[config.mk]
export PLATFORM = sky130hd
export DESIGN_NAME = ctrl_pipe
export DESIGN_NICKNAME = d
export VERILOG_FILES = /design/src/rtl/ctrl_pipe_pkg.sv /design/src/rtl/ctrl_pipe_fwd_unit.sv /design/src/rtl/ctrl_pipe.sv
export SDC_FILE = /design/constraint.sdc
export NUM_CORES = 1
export LEC_CHECK = 0
export ABC_AREA = 1
export BUFFER_PORTS_ARGS = -buffer_cell sky130_fd_sc_hd__buf_2
export CORE_ASPECT_RATIO = 1.1
export CORE_MARGIN = 4
export CORE_UTILIZATION = 25
export DETAILED_ROUTE_END_ITERATION = 6
export PLACE_DENSITY = 0.55
export SLEW_MARGIN = 20
export SYNTH_ARGS = -nofsm -noshare
export SYNTH_HDL_FRONTEND = slang
export SYNTH_HIERARCHICAL = 1
export SYNTH_SLANG_ARGS = --single-unit
[constraint.sdc]
create_clock -name i_clk -period 1.18 [get_ports i_clk]
set_input_delay 0.059 -clock i_clk [delete_from_list [all_inputs] [get_ports i_clk]]
set_output_delay 0.059 -clock i_clk [all_outputs]
set_load 0.02 [all_outputs]
[src/rtl/ctrl_pipe_pkg.sv]
// rtl/ctrl_pipe_pkg.sv - shared constants and stage-register types for the control pipeline
package ctrl_pipe_pkg;

  // ALU operation classes produced by decode
  localparam logic [1:0] ALU_ADD    = 2'b00;
  localparam logic [1:0] ALU_BRANCH = 2'b01;
  localparam logic [1:0] ALU_FUNCT  = 2'b10;

  // EX-stage operand sources
  localparam logic [1:0] FWD_RF  = 2'b00;
  localparam logic [1:0] FWD_MEM = 2'b01;
  localparam logic [1:0] FWD_WB  = 2'b10;

  localparam int REG_IDX_W = 5;
  localparam int ALU_OP_W  = 2;

  typedef struct packed {
    logic                mem_read;
    logic                mem_to_reg;
    logic                mem_write;
    logic                alu_src;
    logic                reg_write;
    logic [ALU_OP_W-1:0] alu_op;
  } ctrl_t;

  // Fields common to every stage register; an all-zero value is a bubble
  typedef struct packed {
    logic                 valid;
    ctrl_t                ctrl;
    logic [REG_IDX_W-1:0] rd;
    logic                 is_ecall;
    logic                 halt_cond;
  } stage_t;

  // ID/EX also keeps the source indices so forwarding can be resolved in EX
  typedef struct packed {
    stage_t               base;
    logic [REG_IDX_W-1:0] rs1;
    logic [REG_IDX_W-1:0] rs2;
    logic                 use_rs1;
    logic                 use_rs2;
  } idex_t;

  // True when an older stage will write the register a younger one reads
  function automatic logic rd_match(
    input logic                 valid,
    input logic                 reg_write,
    input logic [REG_IDX_W-1:0] rd,
    input logic [REG_IDX_W-1:0] src
  );
    return valid && reg_write && (rd != '0) && (rd == src);
  endfunction

endpackage

[src/rtl/ctrl_pipe_fwd_unit.sv]
// rtl/ctrl_pipe_fwd_unit.sv - EX-stage forwarding select for one operand
module fwd_unit
  import ctrl_pipe_pkg::*;
(
  input  logic                 i_mem_valid,
  input  logic                 i_mem_reg_write,
  input  logic [REG_IDX_W-1:0] i_mem_rd,
  input  logic                 i_wb_valid,
  input  logic                 i_wb_reg_write,
  input  logic [REG_IDX_W-1:0] i_wb_rd,
  input  logic [REG_IDX_W-1:0] i_src,
  input  logic                 i_use,
  output logic [1:0]           o_sel
);

  // Youngest producer wins: EX/MEM result is newer than MEM/WB result
  always_comb begin
    o_sel = FWD_RF;
    if (i_use && rd_match(i_mem_valid, i_mem_reg_write, i_mem_rd, i_src)) begin
      o_sel = FWD_MEM;
    end else if (i_use && rd_match(i_wb_valid, i_wb_reg_write, i_wb_rd, i_src)) begin
      o_sel = FWD_WB;
    end
  end

endmodule

[src/rtl/ctrl_pipe.sv]
// rtl/ctrl_pipe.sv - control stage registers, hazard detection, forwarding and halt tracking
module ctrl_pipe
  import ctrl_pipe_pkg::*;
#(
  parameter int HALT_REG = 17
) (
  input  logic       i_clk,
  input  logic       i_reset,
  input  logic       i_id_valid,
  input  logic       i_id_mem_read,
  input  logic       i_id_mem_to_reg,
  input  logic       i_id_mem_write,
  input  logic       i_id_alu_src,
  input  logic       i_id_reg_write,
  input  logic       i_id_is_ecall,
  input  logic [1:0] i_id_alu_op,
  input  logic       i_id_halt_cond,
  input  logic [4:0] i_id_rs1,
  input  logic [4:0] i_id_rs2,
  input  logic [4:0] i_id_rd,
  input  logic       i_id_use_rs1,
  input  logic       i_id_use_rs2,
  input  logic       i_flush_id,
  output logic       o_stall,
  output logic       o_ex_alu_src,
  output logic [1:0] o_ex_alu_op,
  output logic [1:0] o_fwd_a,
  output logic [1:0] o_fwd_b,
  output logic       o_mem_mem_read,
  output logic       o_mem_mem_write,
  output logic       o_wb_mem_to_reg,
  output logic       o_wb_reg_write,
  output logic [4:0] o_wb_rd,
  output logic       o_is_halted
);

  localparam logic [REG_IDX_W-1:0] HALT_IDX = REG_IDX_W'(HALT_REG);

  idex_t  r_idex;
  stage_t r_exmem;
  stage_t r_memwb;
  logic   r_halt_pending;
  logic   r_is_halted;

  idex_t  w_idex_next;
  logic   w_load_use;
  logic   w_ecall_haz;
  logic   w_stall;
  logic   w_unused_bits;

  // A load in EX cannot feed an ID consumer in time
  assign w_load_use = i_id_valid && r_idex.base.valid && r_idex.base.ctrl.mem_read
                   && (r_idex.base.rd != '0)
                   && ((i_id_use_rs1 && (i_id_rs1 == r_idex.base.rd))
                    || (i_id_use_rs2 && (i_id_rs2 == r_idex.base.rd)));

  // The halt condition is evaluated from x17 in ID, so any pending x17 write must land first
  assign w_ecall_haz = i_id_valid && i_id_is_ecall
                    && ((r_idex.base.valid && r_idex.base.ctrl.reg_write && (r_idex.base.rd == HALT_IDX))
                     || (r_exmem.valid && r_exmem.ctrl.mem_read && (r_exmem.rd == HALT_IDX)));

  // A flushed or post-halt ID slot is discarded anyway, so holding it is pointless
  assign w_stall = (w_load_use || w_ecall_haz) && !i_flush_id && !r_halt_pending;

  // Select what enters ID/EX: a bubble unless a live, unstalled instruction is present
  always_comb begin
    w_idex_next = '0;
    if (!(i_flush_id || r_halt_pending || !i_id_valid || w_stall)) begin
      w_idex_next.base.valid           = 1'b1;
      w_idex_next.base.ctrl.mem_read   = i_id_mem_read;
      w_idex_next.base.ctrl.mem_to_reg = i_id_mem_to_reg;
      w_idex_next.base.ctrl.mem_write  = i_id_mem_write;
      w_idex_next.base.ctrl.alu_src    = i_id_alu_src;
      w_idex_next.base.ctrl.reg_write  = i_id_reg_write;
      w_idex_next.base.ctrl.alu_op     = i_id_alu_op;
      w_idex_next.base.rd              = i_id_rd;
      w_idex_next.base.is_ecall        = i_id_is_ecall;
      w_idex_next.base.halt_cond       = i_id_halt_cond;
      w_idex_next.rs1                  = i_id_rs1;
      w_idex_next.rs2                  = i_id_rs2;
      w_idex_next.use_rs1              = i_id_use_rs1;
      w_idex_next.use_rs2              = i_id_use_rs2;
    end
  end

  // Stage registers always advance; halt state is sticky until reset
  always_ff @(posedge i_clk) begin
    if (i_reset) begin
      r_idex         <= '0;
      r_exmem        <= '0;
      r_memwb        <= '0;
      r_halt_pending <= 1'b0;
      r_is_halted    <= 1'b0;
    end else begin
      r_idex  <= w_idex_next;
      r_exmem <= r_idex.base;
      r_memwb <= r_exmem;
      if (w_idex_next.base.valid && w_idex_next.base.is_ecall && w_idex_next.base.halt_cond) begin
        r_halt_pending <= 1'b1;
      end
      if (r_memwb.valid && r_memwb.is_ecall && r_memwb.halt_cond) begin
        r_is_halted <= 1'b1;
      end
    end
  end

  fwd_unit u_fwd_a (
    .i_mem_valid     (r_exmem.valid),
    .i_mem_reg_write (r_exmem.ctrl.reg_write),
    .i_mem_rd        (r_exmem.rd),
    .i_wb_valid      (r_memwb.valid),
    .i_wb_reg_write  (r_memwb.ctrl.reg_write),
    .i_wb_rd         (r_memwb.rd),
    .i_src           (r_idex.rs1),
    .i_use           (r_idex.use_rs1),
    .o_sel           (o_fwd_a)
  );

  fwd_unit u_fwd_b (
    .i_mem_valid     (r_exmem.valid),
    .i_mem_reg_write (r_exmem.ctrl.reg_write),
    .i_mem_rd        (r_exmem.rd),
    .i_wb_valid      (r_memwb.valid),
    .i_wb_reg_write  (r_memwb.ctrl.reg_write),
    .i_wb_rd         (r_memwb.rd),
    .i_src           (r_idex.rs2),
    .i_use           (r_idex.use_rs2),
    .o_sel           (o_fwd_b)
  );

  assign o_stall         = w_stall;
  assign o_ex_alu_src    = r_idex.base.ctrl.alu_src;
  assign o_ex_alu_op     = r_idex.base.ctrl.alu_op;
  assign o_mem_mem_read  = r_exmem.ctrl.mem_read;
  assign o_mem_mem_write = r_exmem.ctrl.mem_write;
  assign o_wb_mem_to_reg = r_memwb.ctrl.mem_to_reg;
  assign o_wb_reg_write  = r_memwb.ctrl.reg_write;
  assign o_wb_rd         = r_memwb.rd;
  assign o_is_halted     = r_is_halted;

  // Late-stage copies of early-stage controls are carried for completeness only
  assign w_unused_bits = ^{r_exmem, r_memwb};

endmodule

# ---- After elaboration in Yosys (flattened, before gate mapping)
# Index checks and enable logic that the tools add are counted.
dict set report totals {
  reg_bits 51
  input_bits 30
}
dict set report classes {
  eq_ne 8
  muxes 5
  reduce_logical 43
}
# cell count
set ops {}
lappend ops {{equality test 5 bit} 6}
lappend ops {{logical AND 1 bit} 30}
lappend ops {{two-way mux 27 bit} 1}
lappend ops {{nonzero test 5 bit} 3}
lappend ops {{equality test 5 bit (second input constant)} 2}
lappend ops {{two-way mux 2 bit} 4}
lappend ops {{logical OR 1 bit} 6}
lappend ops {{zero test 1 bit} 3}
lappend ops {{OR reduction 2 bit} 1}

# ---- Longest topological paths before layout
# Gate-level depths: netlist of the first run.
dict set report depth {
  word_depth 11
  mapped_depth 10
  mapped_depth_nobuf 9
}

# ---- Cells and area by module
# The synthesis of the first run kept the hierarchy.
# mod n_inst cells_each area_each_um2 seq_area_each_um2
set by_module_without_submodules {}
lappend by_module_without_submodules {ctrl_pipe 1 226 1774.2 1021.0}
lappend by_module_without_submodules {fwd_unit 2 59 235.2 0.0}

# ---- Worst setup path before layout of the first run
# No wires, ideal clock.
dict set report synth_path {
  kind {reg2out}
  startpoint {register r_exmem (netlist bit o_mem_mem_read)}
  endpoint {output o_stall}
  arrival_ns 1.368
  required_time_ns 1.121
  slack_ns -0.247
  path_stages_with_launch 7
  path_cell_list {dfxtp_1 nand2_1 nor3_1 nand2_1 nand2_1 nand3_2 a21boi_0}
}
dict set report synth_via {
  elab_chain_len 7
}
# element line
set synth_lines {}
lappend synth_lines {{start, declared} ctrl_pipe.sv:40} ;# stage_t r_exmem;
lappend synth_lines {{start signal, assigned} ctrl_pipe.sv:96} ;# r_exmem <= r_idex.base;
lappend synth_lines {{logical AND 1 bit (2 in series)} ctrl_pipe.sv:60} ;# || (r_exmem.valid && r_exmem.ctrl.mem_read && (r_exmem.rd == HALT_IDX)));
lappend synth_lines {{logical OR 1 bit} ctrl_pipe.sv:60}
lappend synth_lines {{logical AND 1 bit} ctrl_pipe.sv:59} ;# && ((r_idex.base.valid && r_idex.base.ctrl.reg_write && (r_idex.base.rd == HALT_IDX))
lappend synth_lines {{logical OR 1 bit} ctrl_pipe.sv:63} ;# assign w_stall = (w_load_use || w_ecall_haz) && !i_flush_id && !r_halt_pending;
lappend synth_lines {{logical AND 1 bit (2 in series)} ctrl_pipe.sv:63}
lappend synth_lines {{end, declared} ctrl_pipe.sv:24} ;# output logic o_stall,
# Every way passes these cells.

# ---- Final worst setup path of the first run
dict set report layout_path {
  startpoint {register r_idex[14] (netlist name)}
  endpoint {output o_stall}
}
dict set report layout_via {
  elab_chain_len 7
  word_cells_on_any_way 15
  cone_classes {eq/ne (3); reduce/logical (12)}
}
# element line
set layout_lines {}
lappend layout_lines {{start, declared} ctrl_pipe.sv:39} ;# idex_t r_idex;
lappend layout_lines {{start signal, assigned} ctrl_pipe.sv:95} ;# r_idex <= w_idex_next;
lappend layout_lines {{equality test 5 bit (on tied branches)} {ctrl_pipe.sv:54, ctrl_pipe.sv:55, ctrl_pipe.sv:59}}
lappend layout_lines {{logical AND 1 bit (on tied branches)} {ctrl_pipe.sv:54, ctrl_pipe.sv:55, ctrl_pipe.sv:59}}
lappend layout_lines {{logical OR 1 bit (on tied branches)} {ctrl_pipe.sv:55, ctrl_pipe.sv:60}}
lappend layout_lines {{logical AND 1 bit (on tied branches)} {ctrl_pipe.sv:54, ctrl_pipe.sv:59}}
lappend layout_lines {{logical OR 1 bit *} ctrl_pipe.sv:63}
lappend layout_lines {{logical AND 1 bit * (2 in series)} ctrl_pipe.sv:63}
# Every way passes the cells marked *; elsewhere a longest branch is shown, timed or not.

==> impl_metrics.ini, run 1 <==
[timing]
holdWs_ns = 0.0234
fmax_mhz = 626
fin_crit_ns = 1.60
rsz0062_at_grt = yes
period_share_pct = 135
fin_ws_ns = -0.418
worst-slew-pin-transition_ns = 0.246
tns_ns = -9.11
finalSetupViolations = 33
drv_slew = 0
max_slew_margin_pct = 83.6
skew_ns = 0.00926
hold_violations = 0

[detailed_routing]
wl_per_cell_um = 10.8
viasPerCell = 3.89
drt_drc_violations_left = 0
detail-route-antenna-nets = 0
wirelength_mm = 5.86
dr.pass1.iters = 4
num_vias = 2114
drt_iter0_drc = 91

[synthesis]
synth_nets = 374
synth_area_leaders = dfxtp_1 (45%), nand2_1 (14%), nor2_1 (13%)
synth_cell_type_count = 19
synthAdderAreaFrac_pct = 0
synth-simple-area-share_pct = 35.5
netlist.area_leader.share_pct = 45.5
synth_top_family_by_area = simple AND/OR/NAND/NOR gates
ys_warn_count = 6
syn-mean-instance-area_um2 = 6.53
synthesis.instances = 344
post-synth-top-area-cell = dfxtp_1
synth_compound_area_share_pct = 1.45
synth_xor_area_share_pct = 0
muxShareOfSynthArea_pct = 0
ys_ff_latch = 51
ys_seq_area_share_pct = 45.5
synth_area_um2 = 2240

[cts]
cts.sinks = 51
cts_buffer_depth = 2
ctsHtreeMaxLevel = 2
cts_tree = done
clk_latency_ns = 0.30
clk_pin_slew_ns = 0.09
root_buffer = clkbuf_8
cts_made_buffers = 5

[power]
p_per_area_nw_per_um2 = 1020
leakagePower_nw = 1.59
ir_worst_vdd_mv = 0.494

[final_layout]
top_register = r_idex
fin_nets = 458
area_growth_pct = 47.9
n_antenna_cell = 0
largest_reg_flops = 24
drive_gt1_share_pct = 34.3

[setup_path]
crit_path_end_kind = output pin
worstPathMaxFanout = 5
startpoint = r_idex[14]
crit_arrival_ns = 1.54
worstSetupPathType = flip-flop to output pin
cp-start-kind = flip-flop
cp.required_ns = 1.12
r2r-start = r_idex[17]

[floorplan]
core_area_um2 = 8830
die_width_um = 98.3
initial_core_util_pct = 25.4
rows = 36
dieHeight_um = 107
dieArea_um2 = 10600
io_pins = 48

[global_routing]
grt_pass1_wl_mm = 9.69
grt_antenna_before_repair = 0
grtUsageTotal_pct = 11.5
overflow = 0
grt_pass1_vias = 2125
grt_max_degree = 24

[outcome]
violations = negative setup slack
status = finished with violations

[placed_design]
gp_congestion = 0.893
dp_hpwl_mm = 4.35
io_buffers = 47

[flow_run]
maxCapViolCount = 0

[min_path]
min-delay-start = i_id_rs1[4]
min_path_type = input pin to flip-flop
## cell type report
type                       count  area [um2]
fill                         984        5510
tap                          114         143
clock buffer                   5        68.8
timing repair buffer          88         686
multi-input combinational    199        1000
inverter                      83         322
sequential                    51        1050
clock inverter                 3        46.3
## placed cells by master (no fill, tap or decap), types with 5 or more instances in the layout
| cell | instances |
|---|---|
| dfxtp_4 | 6 |
| buf_4 | 16 |
| buf_2 | 42 |
| dfxtp_1 | 40 |
| dlygate4sd3_1 | 17 |
| nor2_2 | 14 |
| buf_6 | 8 |
| nor2_4 | 14 |
| inv_2 | 7 |
| nand2_2 | 9 |
| nand2_1 | 77 |
| nand3_1 | 15 |
| dfxtp_2 | 5 |
| inv_1 | 72 |
| clkbuf_8 | 5 |
| nor2_1 | 52 |
## final timing paths
kind                endpoint  slack [ns]  cells past startpoint
hold / removal    r_idex[11]        0.02                      3
setup / recovery     o_stall       -0.42                      7
setup reg to reg   r_idex[7]       -0.32                     12
hold reg to reg   r_memwb[1]        0.41                      2
## worst max-delay path, cell delays in order, from the launching register on
cell and delay [ns]:
dfxtp_4 0.37, inv_2 0.05, nor3_2 0.18, nand2_1 0.07, nand2_1 0.08, nand3_2 0.12
a21boi_2 0.20, buf_4 0.16
## per-layer routing
layer	GRT usage, %	wire length, um
met1	13.1	2500
met2	21.1	3090
met5	0	0
met3	1.94	140
met4	4.59	130
## cells in the mapped netlist (all sizes together)
library cell / number
nand2: 86
and3: 1
dfxtp: 51
a21boi: 1
nand4: 3
nand3: 17
buf: 9
clkbuf: 2
nor3: 6
a21oi: 5
nor2: 80
inv: 83
## cell families after synthesis
group | after synthesis
buffers and inverters | 94
AND/OR/NAND/NOR | 193
flip-flops | 51
AO/OA/AOI/OAI | 6
## through the flow
step	worst slack [ns]	cells	util [%]	instance area, um2	power, mW
6_report	-0.418	543	37.6	3320	3.40
5_1_grt	-0.532	543	37.6	3320	3.57
4_1_cts	-0.398	544	35.7	3150	3.42
3_5_place_dp	-0.149	513	30.7	2710	2.10
3_3_place_gp	-0.156	513	30.7	2710	2.10
2_1_floorplan	0.000167	344	-	2260	1.98
## power breakdown
group | internal, mW | switching, mW
Sequential | 1.75 | 0.0309
Clock | 0.639 | 0.589
Combinational | 0.189 | 0.203
Total | 2.58 | 0.823
## timing repair
action / 4_1_cts / 5_1_grt
endpoints found under the setup margin: 32 / 33
buffers inserted: 6 / 0
pin swaps: 5 / 13
hold buffers: 17 / 0
endpoints found under the hold margin: 17 / 0
resized for setup: 25 / 62
cloned: 1 / 0
Note: power is estimated with default switching activity, not from simulation.
==> run 2: changes to the inputs <==
--- a/config.mk
+++ b/config.mk
@@ -8,7 +8,7 @@
 export ABC_AREA = 1
 export BUFFER_PORTS_ARGS = -buffer_cell sky130_fd_sc_hd__buf_2
 export CORE_ASPECT_RATIO = 1.1
-export CORE_MARGIN = 4
+export CORE_MARGIN = 2
 export CORE_UTILIZATION = 25
 export DETAILED_ROUTE_END_ITERATION = 6
 export PLACE_DENSITY = 0.55
==> run 2 against run 1 <==
  * The run still ends with negative setup slack left
  * Sequential share of layout area grew 0.34 points
  * Worst setup slack gained 0.039 ns
  * Clock skew is essentially flat
  * Core utilization shrank 0.21 points
  * Die area shrank 7.6%
  * Critical endpoint unchanged
==> impl_metrics.ini, run 2 (same netlist as run 1, synthesis figures left out) <==
[outcome]
status = finished with violations
violations = negative setup slack

[final_layout]
fin_nets = 462
top_register = r_idex
drive_gt1_share_pct = 34.6
n_antenna_cell = 0
final_common_cell = nand2_1
largest_reg_flops = 24
area_growth_pct = 46.3
final_cell_mix = nand2_1 (80), inv_1 (71), nor2_1 (50)
n_fill_cell = 958
layout.cells.non_filler = 547

[power]
p_comb_share_pct = 11.9
p_switching_uw = 859
p_clk_share_pct = 33.1
ir_worst_vdd_mv = 0.560
seq_power_share_pct = 55.0
p_per_area_nw_per_um2 = 986
total_power_mw = 3.24
intPower_mw = 2.38
swShare_pct = 26.5
leakagePower_nw = 1.59

[global_routing]
grt_pass1_wl_mm = 9.38
grt_antenna_before_repair = 0
grt_pass1_vias = 2060
overflow = 0
grt_max_degree = 24
grtUsageTotal_pct = 12.5

[timing]
drv_slew = 0
holdWs_ns = 0.0250
fin_ws_ns = -0.379
max_slew_margin_pct = 83.9
finalSetupViolations = 33
fmax_mhz = 641
worst-slew-pin-transition_ns = 0.241
period_share_pct = 132
skew_ns = 0.00967
rsz0062_at_grt = yes
hold_violations = 0
fin_crit_ns = 1.56

[cts]
clk_latency_ns = 0.31
ctsHtreeMaxLevel = 2
cts_made_buffers = 5
cts_buffer_depth = 2
root_buffer = clkbuf_8
cts_tree = done
clk_pin_slew_ns = 0.10
cts.sinks = 51

[placed_design]
io_buffers = 47
dp_hpwl_mm = 4.16
pre_cts_ws_ns = -0.122
gp_congestion = 0.869
dp_cells = 513

[detailed_routing]
dr.pass1.iters = 5
highest_layer = met4
routed-wl-met2_mm = 2.90
met1_length_mm = 2.35
detail-route-antenna-nets = 0
wl_met3_um = 193
wl_per_cell_um = 10.2
wirelength_mm = 5.58
drt_iter0_drc = 120
viasPerCell = 3.96
drt_drc_violations_left = 0
num_vias = 2164

[setup_path]
cp-start-kind = flip-flop
worstPathMaxFanout = 4
crit_path_end_kind = output pin
cp.required_ns = 1.12
crit_arrival_ns = 1.50
worstSetupPathType = flip-flop to output pin

[flow_run]
maxCapViolCount = 0

[floorplan]
io_pins = 48
core_area_um2 = 8780
initial_core_util_pct = 25.6
dieHeight_um = 103
die_width_um = 94.3
rows = 36
dieArea_um2 = 9750

[min_path]
min_path_type = input pin to flip-flop
## run 2: worst paths after layout
kind	from	endpoint	slack, ns	cells past startpoint
worst max-delay path	r_idex[18]	o_stall	-0.38	7
worst min-delay path	i_id_rs2[0]	r_idex[2]	0.03	3
worst max register to register	r_idex[18]	r_idex[2]	-0.27	11
worst min register to register	r_idex[13]	r_exmem[1]	0.40	2
## run 2: stage by stage
stage,TNS [ns],instance area (um2),util (%)
floorplan,0,2260,-
detailed placement,-3.19,2720,31.0
CTS,-9.79,3180,36.2
global placement,-3.74,2720,31.0
finish,-8.43,3280,37.4
global route,-12.10,3280,37.4
## run 2: power groups by stage
stage	logic, mW	clock network [mW]	registers [mW]
floorplan	0.153	0	1.82
global placement	0.276	0	1.83
detailed placement	0.280	0	1.83
CTS	0.363	1.13	1.78
global route	0.432	1.20	1.79
finish	0.385	1.07	1.78
## run 2: area by class of cell
| cell class | count | area [um2] | area share, % |
|---|---|---|---|
| sequential | 51 | 1050 | 32.0 |
| clock inverter | 3 | 28.8 | 0.876 |
| inverter | 83 | 314 | 9.56 |
| multi-input combinational | 199 | 972 | 29.6 |
| timing repair buffer | 92 | 708 | 21.6 |
| tap | 114 | 143 | 4.34 |
| clock buffer | 5 | 68.8 | 2.10 |
## run 2: critical path, cell delays in order, from the launching register on
cell and delay (ns):
dfxtp_2 0.37, nand2_1 0.08, nor3_2 0.14, nand2_1 0.08, nand2_1 0.08, nand3_2 0.12
a21boi_2 0.19, buf_6 0.13
## run 2: timing repair
item / 4_1_cts / 5_1_grt
hold buffers: 19 / 0
cloned: 2 / 0
setup buffers: 5 / 3
endpoints found under the hold margin: 19 / 0
resized for setup: 28 / 49
pin swaps: 4 / 10
setup endpoints to repair: 32 / 33
## run 2: layer usage
metal	vias up	track usage, %
met1	952	14.6
met3	10	1.96
met5	-	0
met4	0	6.58
li1	1154	-
met2	48	22.0
==> run 3: changes to the inputs <==
==> constraint.sdc (replaced) <==
create_clock -name i_clk -period 1.18 [get_ports i_clk]
set_input_delay 0 -clock i_clk [delete_from_list [all_inputs] [get_ports i_clk]]
set_output_delay 0 -clock i_clk [all_outputs]
set_load 0.02 [all_outputs]
==> run 3 against run 2 <==
  * The flow still finishes with violations (negative setup slack)
  * Register-to-register slack got worse by 0.06 ns
  * Clock-buffer cell count is the same
  * Worst setup slack improved by 0.024 ns
  * Total power is 1.3% higher
  * First-iteration DRC count shrank 17%
  * Clock power about the same
  * Final cell count increased by 1.5%
  * Maximum frequency up 1.5%
  * Critical endpoint unchanged
  * Highest routed layer unchanged
==> impl_metrics.ini, run 3 (same netlist as run 1, synthesis figures left out) <==
[final_layout]
final_common_cell = nand2_1
drive_gt1_share_pct = 32.7
n_antenna_cell = 0
area_growth_pct = 51.2
fin_nets = 470
final_cell_mix = nand2_1 (80), inv_1 (70), nor2_1 (56)
largest_reg_flops = 24
top_register = r_idex
layout.cells.non_filler = 555

[cts]
ctsHtreeMaxLevel = 2
root_buffer = clkbuf_8
cts.sinks = 51
clk_pin_slew_ns = 0.10
clk_latency_ns = 0.32
cts_made_buffers = 5
cts_tree = done
cts_buffer_depth = 2

[setup_path]
cp-start-kind = flip-flop
reg2reg_slack_ns = -0.33
crit_top_cell = nand2_1
worstSetupPathType = flip-flop to output pin
worstPathMaxFanout = 4
crit_arrival_ns = 1.54
crit_family = simple AND/OR/NAND/NOR gates
crit_buf_inv = 2
path_cells = inv_4, nand2_1, nand2_1, nor2_2, nand3_1, nand2_1, nand2_2, a21boi_2, buf_6
max_stage_delay_ns = 0.39
cp.required_ns = 1.18
cp_slowest_cell = dfxtp_4
crit_path_end_kind = output pin

[timing]
rsz0062_at_grt = yes
skew_ns = 0.00840
fin_ws_ns = -0.355
fin_crit_ns = 1.54
hold_violations = 0
period_share_pct = 130
finalSetupViolations = 33
fmax_mhz = 651
drv_slew = 0
max_slew_margin_pct = 84.0
worst-slew-pin-transition_ns = 0.240

[floorplan]
die_width_um = 94.3
io_pins = 48
dieHeight_um = 103
initial_core_util_pct = 25.6
rows = 36
core_area_um2 = 8780
dieArea_um2 = 9750

[power]
ir_worst_vdd_mv = 0.567
total_power_mw = 3.28
leakagePower_nw = 1.63
p_per_area_nw_per_um2 = 967

[placed_design]
dp_hpwl_mm = 4.05
gp_congestion = 0.920
dp_cells = 512
io_buffers = 47

[detailed_routing]
viasPerCell = 3.90
dr.pass1.iters = 4
wirelength_mm = 5.81
drt_iter0_drc = 100
drt_drc_violations_left = 0
num_vias = 2163
wl_per_cell_um = 10.5
detail-route-antenna-nets = 0

[min_path]
min_path_type = input pin to flip-flop

[global_routing]
grt_pass1_wl_mm = 8.87
grt_pass1_vias = 1975
grtUsageTotal_pct = 11.8
overflow = 0
grt_antenna_before_repair = 0
grt_max_degree = 24

[outcome]
violations = negative setup slack
status = finished with violations

[flow_run]
maxCapViolCount = 0
==> run 3: layout make-up <==
| class | count | area, um2 |
|---|---|---|
| tap | 114 | 143 |
| multi-input combinational | 199 | 993 |
| timing repair buffer | 100 | 800 |
| clock inverter | 3 | 28.8 |
| fill | 936 | 5390 |
| sequential | 51 | 1050 |
| clock buffer | 5 | 68.8 |
| inverter | 83 | 314 |
==> run 3: stage by stage <==
step / utilization, % / hold WS [ns] / TNS (ns) / cell area, um2 / worst slack (ns)
after detailed placement: 30.7 / 0.218 / -2.90 / 2700 / -0.123
after CTS: 35.8 / 0.0999 / -7.18 / 3140 / -0.318
after global placement: 30.7 / 0.215 / -3.09 / 2700 / -0.118
final: 38.6 / 0.172 / -9.80 / 3390 / -0.355
after global routing: 38.6 / 0.193 / -12.84 / 3390 / -0.463
after floorplan: - / 0.0691 / 0 / 2250 / 0.00832
==> run 3: path summary, 6_finish.rpt <==
check                   end  startpoint  cells after the start
max                 o_stall  r_idex[15]                      9
min reg2reg      r_exmem[0]  r_idex[12]                      2
min          r_halt_pending  i_id_valid                      5
max reg2reg      r_idex[16]  r_idex[15]                     11
==> run 3: report_power, final <==
part / switching [mW] / leakage, nW / total (mW) / internal [mW]
clock network: 0.647 / 0.0502 / 1.09 / 0.441
logic: 0.206 / 1.16 / 0.413 / 0.208
registers: 0.0298 / 0.421 / 1.78 / 1.75
total: 0.882 / 1.63 / 3.28 / 2.40
==> run 3: routing by layer <==
metal | track usage (%) | routed length (um) | vias to the layer above
met3 | 2.10 | 184 | 12
met4 | 5.91 | 170 | 0
met1 | 13.5 | 2380 | 929
li1 | - | - | 1173
met2 | 21.3 | 3070 | 49
met5 | 0 | 0 | -
==> run 3: what timing repair did <==
action / in CTS / in global routing
endpoints found under the hold margin: 27 / 0
hold buffers: 27 / 0
pin swaps: 9 / 15
endpoints found under the setup margin: 32 / 33
resized for setup: 22 / 55
buffers inserted: 3 / 2
cloned: 0 / 3
==> run 3: worst min-delay path: cells and delay by family <==
family	cells	cell delay [ns]
simple gates	3	0.23
buf+inv	2	0.22
